<file path="src/rtl/tvip_axi_read_arbiter.sv">
// tvip_axi_read_arbiter
// Round-robin arbiter sharing one downstream AXI read port (AR + R) between
// N_MASTERS upstream read masters. Granted requests are tagged by prepending
// the requester index to the ID; R beats are routed back by that tag.
// Each master is throttled by a per-master outstanding-burst counter.
//
// AR FSM states
//   state | meaning
//   IDLE  | arbitrate among eligible masters, accept winner combinationally
//   SEND  | registered request presented downstream, wait for m_arready
module tvip_axi_read_arbiter #(
  parameter int N_MASTERS       = 2,
  parameter int ID_WIDTH        = 4,
  parameter int ADDR_WIDTH      = 32,
  parameter int DATA_WIDTH      = 32,
  parameter int MAX_OUTSTANDING = 4,
  parameter int IDX_W           = (N_MASTERS > 1) ? $clog2(N_MASTERS) : 1
) (
  input  logic                            aclk,
  input  logic                            areset_n,

  input  logic [N_MASTERS-1:0]            s_arvalid,
  output logic [N_MASTERS-1:0]            s_arready,
  input  logic [N_MASTERS*ID_WIDTH-1:0]   s_arid,
  input  logic [N_MASTERS*ADDR_WIDTH-1:0] s_araddr,
  input  logic [N_MASTERS*8-1:0]          s_arlen,
  input  logic [N_MASTERS*3-1:0]          s_arsize,
  input  logic [N_MASTERS*2-1:0]          s_arburst,

  output logic [N_MASTERS-1:0]            s_rvalid,
  input  logic [N_MASTERS-1:0]            s_rready,
  output logic [ID_WIDTH-1:0]             s_rid,
  output logic [DATA_WIDTH-1:0]           s_rdata,
  output logic [1:0]                      s_rresp,
  output logic                            s_rlast,

  output logic                            m_arvalid,
  input  logic                            m_arready,
  output logic [IDX_W+ID_WIDTH-1:0]       m_arid,
  output logic [ADDR_WIDTH-1:0]           m_araddr,
  output logic [7:0]                      m_arlen,
  output logic [2:0]                      m_arsize,
  output logic [1:0]                      m_arburst,

  input  logic                            m_rvalid,
  output logic                            m_rready,
  input  logic [IDX_W+ID_WIDTH-1:0]       m_rid,
  input  logic [DATA_WIDTH-1:0]           m_rdata,
  input  logic [1:0]                      m_rresp,
  input  logic                            m_rlast
);

  localparam int CNT_W = $clog2(MAX_OUTSTANDING + 1);
  localparam logic [CNT_W-1:0] CNT_MAX = CNT_W'(MAX_OUTSTANDING);

  localparam logic [0:0] ST_IDLE = 1'b0;
  localparam logic [0:0] ST_SEND = 1'b1;

  logic [0:0]                state_q, state_d;
  logic [IDX_W-1:0]          last_grant_q, last_grant_d;
  logic [IDX_W+ID_WIDTH-1:0] m_arid_q, m_arid_d;
  logic [ADDR_WIDTH-1:0]     m_araddr_q, m_araddr_d;
  logic [7:0]                m_arlen_q, m_arlen_d;
  logic [2:0]                m_arsize_q, m_arsize_d;
  logic [1:0]                m_arburst_q, m_arburst_d;
  logic [CNT_W-1:0]          cnt_q [N_MASTERS];
  logic [CNT_W-1:0]          cnt_d [N_MASTERS];

  logic [N_MASTERS-1:0]      eligible;
  logic                      found;
  logic [IDX_W-1:0]          winner;
  logic                      grant;
  logic [IDX_W-1:0]          r_idx;
  logic [N_MASTERS-1:0]      r_done;

  // Eligibility: requesting and below the outstanding limit.
  always_comb begin
    for (int i = 0; i < N_MASTERS; i++) begin
      eligible[i] = s_arvalid[i] && (cnt_q[i] < CNT_MAX);
    end
  end

  // Round-robin search starting one past the last grant.
  always_comb begin
    int cand;
    found  = 1'b0;
    winner = '0;
    cand   = 0;
    for (int k = 1; k <= N_MASTERS; k++) begin
      cand = (int'(last_grant_q) + k) % N_MASTERS;
      if (!found && eligible[cand[IDX_W-1:0]]) begin
        found  = 1'b1;
        winner = cand[IDX_W-1:0];
      end
    end
  end

  // Upstream accept is only possible in IDLE and never while reset is held.
  always_comb begin
    grant     = areset_n && (state_q == ST_IDLE) && found;
    s_arready = '0;
    for (int i = 0; i < N_MASTERS; i++) begin
      if (grant && (int'(winner) == i)) s_arready[i] = 1'b1;
    end
  end

  // AR FSM and output field capture.
  always_comb begin
    state_d      = state_q;
    last_grant_d = last_grant_q;
    m_arid_d     = m_arid_q;
    m_araddr_d   = m_araddr_q;
    m_arlen_d    = m_arlen_q;
    m_arsize_d   = m_arsize_q;
    m_arburst_d  = m_arburst_q;
    case (state_q)
      ST_IDLE: begin
        if (grant) begin
          state_d      = ST_SEND;
          last_grant_d = winner;
          m_arid_d     = {winner, s_arid[int'(winner)*ID_WIDTH +: ID_WIDTH]};
          m_araddr_d   = s_araddr[int'(winner)*ADDR_WIDTH +: ADDR_WIDTH];
          m_arlen_d    = s_arlen[int'(winner)*8 +: 8];
          m_arsize_d   = s_arsize[int'(winner)*3 +: 3];
          m_arburst_d  = s_arburst[int'(winner)*2 +: 2];
        end
      end
      ST_SEND: begin
        if (m_arready) state_d = ST_IDLE;
      end
      default: state_d = ST_IDLE;
    endcase
  end

  // R routing by the index tag; beats carrying an unknown index are sunk.
  always_comb begin
    r_idx    = m_rid[IDX_W+ID_WIDTH-1:ID_WIDTH];
    s_rvalid = '0;
    m_rready = 1'b1;
    for (int i = 0; i < N_MASTERS; i++) begin
      if (int'(r_idx) == i) begin
        s_rvalid[i] = m_rvalid;
        m_rready    = s_rready[i];
      end
    end
    r_done = s_rvalid & s_rready & {N_MASTERS{m_rlast}};
  end

  // Outstanding counters: +1 on grant, -1 on last beat, saturating at 0.
  always_comb begin
    for (int i = 0; i < N_MASTERS; i++) begin
      cnt_d[i] = cnt_q[i];
      if (s_arready[i] && !r_done[i]) begin
        cnt_d[i] = cnt_q[i] + 1'b1;
      end else if (!s_arready[i] && r_done[i] && (cnt_q[i] != '0)) begin
        cnt_d[i] = cnt_q[i] - 1'b1;
      end
    end
  end

  // State registers with synchronous reset.
  always_ff @(posedge aclk) begin
    if (!areset_n) begin
      state_q      <= ST_IDLE;
      last_grant_q <= IDX_W'(N_MASTERS - 1);
      m_arid_q     <= '0;
      m_araddr_q   <= '0;
      m_arlen_q    <= '0;
      m_arsize_q   <= '0;
      m_arburst_q  <= '0;
      for (int i = 0; i < N_MASTERS; i++) cnt_q[i] <= '0;
    end else begin
      state_q      <= state_d;
      last_grant_q <= last_grant_d;
      m_arid_q     <= m_arid_d;
      m_araddr_q   <= m_araddr_d;
      m_arlen_q    <= m_arlen_d;
      m_arsize_q   <= m_arsize_d;
      m_arburst_q  <= m_arburst_d;
      for (int i = 0; i < N_MASTERS; i++) cnt_q[i] <= cnt_d[i];
    end
  end

  assign m_arvalid = (state_q == ST_SEND);
  assign m_arid    = m_arid_q;
  assign m_araddr  = m_araddr_q;
  assign m_arlen   = m_arlen_q;
  assign m_arsize  = m_arsize_q;
  assign m_arburst = m_arburst_q;

  assign s_rid   = m_rid[ID_WIDTH-1:0];
  assign s_rdata = m_rdata;
  assign s_rresp = m_rresp;
  assign s_rlast = m_rlast;

endmodule

</file>
<file path="config.mk">
export PLATFORM = sky130hd
export DESIGN_NAME = tvip_axi_read_arbiter
export DESIGN_NICKNAME = d
export VERILOG_FILES = /design/src/rtl/tvip_axi_read_arbiter.sv
export SDC_FILE = /design/constraint.sdc
export NUM_CORES = 1
export LEC_CHECK = 0
export CAP_MARGIN = 0
export CORE_ASPECT_RATIO = 0.75
export CORE_UTILIZATION = 35
export CTS_CLUSTER_SIZE = 8
export DETAILED_ROUTE_END_ITERATION = 10
export PLACE_DENSITY = 0.94
export RECOVER_POWER = 100
export SLEW_MARGIN = 20
export SYNTH_ARGS = -nofsm -noshare
export SYNTH_HDL_FRONTEND = slang
export SYNTH_SLANG_ARGS = --single-unit
</file>
<file path="constraint.sdc">
create_clock -name aclk -period 4.58 [get_ports aclk]
set_clock_uncertainty 0.2 [all_clocks]
set_input_delay 1.374 -clock aclk [delete_from_list [all_inputs] [get_ports aclk]]
set_output_delay 1.374 -clock aclk [all_outputs]
set_load 0.05 [all_outputs]
</file>
## Word level (Yosys, flattened, before mapping)

Memories as Yosys holds them, arrays and structs flattened.
Cells that the tools add are included.

| storage, ports and cells | value |
|---|---|
| bits in writable memories | 6 |
| output and inout bits | 95 |
| word-level logic and storage cells | 75 |
| memories kept | 1 |
| input bits | 146 |
| bits in registers | 52 |

Memory list:

| memory | depth | width | read ports | clocked after memory_dff | wr ports | line | RTL |
|---|---|---|---|---|---|---|---|
| cnt_q | 2 | 3 | 2 | 0 | 2 | 66 | `logic [CNT_W-1:0] cnt_q [N_MASTERS];` |

| operators by class | value |
|---|---|
| magnitude comparators | 4 |
| $mul | 1 |
| reduce and logical (&&, ||, !) cells | 21 |
| bitwise operators | 6 |
| mux-type cells | 24 |
| add/subtract/negate cells | 6 |
| shifts and indexed selects | 5 |

Operators by type and width:

| cell | count |
|---|---|
| 64-bit by 7-bit indexed part select with 32-bit output | 1 |
| 3-bit two-way mux | 6 |
| 1-bit two-way mux | 17 |
| 16-bit by 5-bit indexed part select with 8-bit output | 1 |
| 1-bit logical AND | 13 |
| 8-bit by 4-bit indexed part select with 4-bit output | 1 |
| 3-bit by 1-bit adder with 3-bit output (second input constant) | 2 |
| 3-bit less-than comparator (second input constant) | 2 |
| 3-bit nonzero test | 2 |
| 6-bit by 4-bit indexed part select with 3-bit output | 1 |
| 3-bit by 1-bit subtractor with 3-bit output (second input constant) | 2 |
| 1-bit logical NOT | 5 |
| 2-bit AND | 2 |
| 1-bit by 2-bit less-than comparator with 1-bit output (second input constant) | 2 |
| 4-bit by 3-bit indexed part select with 2-bit output | 1 |
| 1-bit by 2-bit multiplier with 3-bit output (second input constant) | 1 |
| 1-bit adder (second input constant) | 2 |
| 1-bit NOT | 2 |
| 1-bit OR | 2 |
| 1-bit one-hot mux with 2 select lines | 1 |
| 2-bit AND reduction | 1 |

## Longest topological paths before layout

| logic depth | value |
|---|---|
| depth in word-level cells | 17 |
| mapped depth | 9 |
| mapped depth without buffers | 8 |

## Least setup slack after synthesis

No wires, ideal clock.

| path | value |
|---|---|
| kind | input -> output |
| start point | input port s_arvalid[1] |
| end point | output port s_arready[0] |
| required time | 3.006 ns |
| arrival | 2.149 ns |
| stages | 3 |
| slack | 0.857 ns |
| buffers on the path | 1 |
| cells stage by stage | nor3b_2 -> nor3_4 -> buf_2 |

| between the ends | value |
|---|---|
| cells in the longest elaborated chain, start to end | 10 |
| elaborated cells on any way between the ends | 15 |
| classes of those cells | 9 x mux; 1 x bitwise; 5 x reduce/logical |

Ends and longest elaborated chain:

| what | line | RTL |
|---|---|---|
| start, declared | 22 | `input logic [N_MASTERS-1:0] s_arvalid,` |
| 1-bit logical AND * | 79 | `eligible[i] = s_arvalid[i] && (cnt_q[i] < CNT_MAX);` |
| 1-bit two-way mux (not written as such) (2 in series) | 91 | `if (!found && eligible[cand[IDX_W-1:0]]) begin` |
| 1-bit two-way mux | 91 |  |
| 1-bit logical NOT | 91 |  |
| 1-bit logical AND | 91 |  |
| 1-bit two-way mux | 91 |  |
| 1-bit logical AND or 1-bit NOT (tied branches) | 100, 103 |  |
| 1-bit logical AND * | 103 | `if (grant && (int'(winner) == i)) s_arready[i] = 1'b1;` |
| 1-bit two-way mux * | 103 |  |
| end, declared | 23 | `output logic [N_MASTERS-1:0] s_arready,` |

Every way passes the cells marked *; elsewhere a longest branch is shown, timed or not. The select of a mux whose other input is x is not followed.

## Worst setup path after layout

| path | value |
|---|---|
| start point | input port s_arvalid[0] |
| end point | output port s_arready[0] |

Same word-level chain as after synthesis.

==> metrics.md <==
| Metric | Value |
|---|---|
| Commonest cells post-synth | dfxtp_1 (58), nor2b_1 (51), a222oi_1 (49) |
| Via density | 5.40 |
| Post-DP Area | 4170 sq um |
| Pwr dens | 363 nW/um^2 |
| Worst Setup End Kind | output pin |
| Total gr overflow | 0 |
| Top Metal Used | met4 |
| Syn Nets | 422 |
| Initial Util | 37.2% |
| Crit Path Max Fanout | 2 |
| Main synth FF type | dfxtp_1 |
| Final Util | 57.7% |
| Post-cts resize count | 0 |
| Run status | finished, final reports clean |
| Via count | 2677 |
| Synth area leader | dfxtp_1 |
| Area grow syn2layout | 55.0% |
| Core area | 7530 sq um |
| Worst setup margin | 328 ps |
| Wl on met1 | 3200 microns |
| Hold Fails Final Rpt | 0 |
| Filler cells | 633 |
| Rows | 27 |
| CTS H-tree lvls | 3 |
| DR pass1 iterations | 6 |
| Die area | 8380 sq um |
| Initial antenna violation count | 0 |
| Nets | 538 |
| TNS Setup | 0 ps |
| Clk Latency, worst-skew pair | 320 ps |
| Met2 wire len | 4100 microns |
| Worst R2R Start | cnt_q[0][2] |
| Setup violators final | 0 |
| Die width | 105 microns |
| Post-CTS setup repair buffer count | 0 |
| Setup slack at placement | 421 ps |
| Final slew viol count | 0 |
| Post-synthesis cell type count | 31 |
| HPWL after DPL | 5740 microns |
| Avg WL per Cell | 16.5 microns |
| Hold wc startpoint | m_arid[4] |
| Final antenna diode count | 0 |
| RSZ-0062 raised after global routing | false |
| CTS Root Cell | clkbuf_8 |
| Hold path cells | 2 |
| Required @ worst endpoint | 3010 ps |
| CTS clock-pin slew for the worst setup and hold paths | 60 ps |
| Worst R2R Path Depth | 8 |
| Synth top area cells | dfxtp_1 (41%), a222oi_1 (17%), nor2b_1 (11%) |
| Post-synth ARST share | 0% |
| Final Cell Area | 4350 sq um |
| Yosys reg bits | 58 |
| Cell with the most instances after synthesis | dfxtp_1 |
| CTS tree | yes |
| Final Wtd Congestion | 0.666 |
| I/O pin cnt | 241 |
| Seq/Total Area, Yosys | 41.4% |
| Share of cells above drive strength 1 | 6.33% |
| GRT Overall Usage | 19.2% |
| Final critical-path required period | 4250 ps |
| Post-synth EDFFs | 0 |
| Vias in the first global route | 2657 |
| First-pass GRT wire length | 12800 microns |
| Post-Route WL | 8200 microns |
| Crit Path Category | primary input to output pin |
| Fmax | 0.235 GHz |
| Period Utilization, post-route | 92.8% |
| Worst VDD drop | 0.159 mV |
| Antenna Nets Post-Route | 0 |
| Worst-Margin Slew | 1060 ps |
| Wire length on met3 | 869 microns |
| Worst slew margin | 29.3% |
| CTS Hold Bufs | 0 |
| Largest net degree at the start of global routing | 67 |
| Clk buf depth | 2 |
| Synth Area per Inst | 10.2 sq um |
| Hold Crit Class | flip-flop to flip-flop |
| Height of the chip | 79.5 microns |
| Synthesized netlist cell count | 274 |
| Clock Sinks | 58 |
| Starting DRT DRC Count | 303 |
| Yosys warning count | 0 |
| DRC errors left | 0 |
| Port Buffers | 164 |
| Max cap viols | 0 |
| Cts bufs inserted | 9 |
| Origin of the worst setup path | s_arvalid[0] |
| Synth Cell Area | 2800 sq um |
| CP arrival | 2680 ps |
| LEAKAGE | 1.71 nW |
| Startpoint Class | primary input |
| Yosys top cell area share | 41.4% |
-- registers in the layout, summed over array words and instances (netlist names) --
signal / cells
m_araddr: 32
m_arlen: 8
cnt_q: 6
m_arid: 5
m_arsize: 3
m_arburst: 2
last_grant_q: 1
m_arvalid: 1
-- cell usage in the layout, fill, tap and decap left out, types with 2 or more instances in the layout --
cell / netlist / routed
clkdlybuf4s50_1: 0 / 104
dfxtp_1: 58 / 58
dlygate4sd3_1: 0 / 53
nor2b_1: 51 / 51
a222oi_1: 49 / 49
nand2_1: 10 / 10
clkbuf_8: 0 / 10
mux2i_1: 6 / 6
clkbuf_1: 7 / 5
nand2b_1: 4 / 4
buf_4: 39 / 4
inv_1: 3 / 3
nor3_1: 2 / 3
nand3b_1: 3 / 3
nand3_1: 3 / 3
nand4_1: 2 / 2
o2111ai_1: 2 / 2
nor2_1: 2 / 2
and3_1: 2 / 2
fa_1: 2 / 2
clkinv_2: 0 / 2
bufinv_16: 0 / 2
buf_12: 0 / 2
-- critical path: stages --
cell and delay (ps):
dlygate4sd3_1 560, nand2b_1 90, nor3_1 450, buf_12 200
-- final cells by class --
type                            count  area (sq um)  share of cell area, %
Timing Repair Buffer              168          1660                   38.2
Inverter                            3          11.3                  0.259
Multi-Input combinational cell    150          1170                   26.9
Clock buffer                       11           141                   3.25
Sequential cell                    58          1160                   26.7
Clock inverter                      5          77.6                   1.78
Tap cell                          101           126                   2.91
-- power breakdown --
| group | total (mW) | leakage, nW | internal (mW) | switching (mW) |
|---|---|---|---|---|
| logic | 0.482 | 1.12 | 0.210 | 0.272 |
| registers | 0.580 | 0.474 | 0.551 | 0.0290 |
| clock network | 0.515 | 0.109 | 0.319 | 0.195 |
-- worst paths after layout --
kind | endpoint | slack, ps
setup / recovery | s_arready[0] | 330
hold / removal | m_arid[4] | 310
setup reg to reg | cnt_q[0][2] | 1680
hold reg to reg | m_arid[4] | 310
-- metrics by stage --
step / hold WS [ps] / cells / total power [mW]
4_1_cts: 291 / 496 / 1.62
3_5_place_dp: 274 / 480 / 1.10
3_3_place_gp: 258 / 480 / 1.08
5_1_grt: 325 / 496 / 1.65
2_1_floorplan: 272 / 274 / 0.981
6_report: 307 / 496 / 1.58
-- logic make-up (layout without fill, tap and decap cells) --
group | count (synthesis) | count (layout) | synth area share (%)
AO/OA/AOI/OAI | 56 | 56 | 19.9
buffers and inverters | 66 | 187 | 15.9
flip-flops | 58 | 58 | 41.4
multiplexers | 7 | 7 | 2.54
AND/OR/NAND/NOR | 85 | 85 | 18.8
adder cells (fa/ha/maj) | 2 | 2 | 1.43
-- per-layer routing --
metal / track usage (%) / vias to the layer above
li1: - / 1237
met1: 20.7 / 1270
met2: 34.7 / 168
met3: 7.76 / 2
met4: 5.49 / 0
met5: 0 / -
Note: power is estimated with default switching activity, not from simulation.
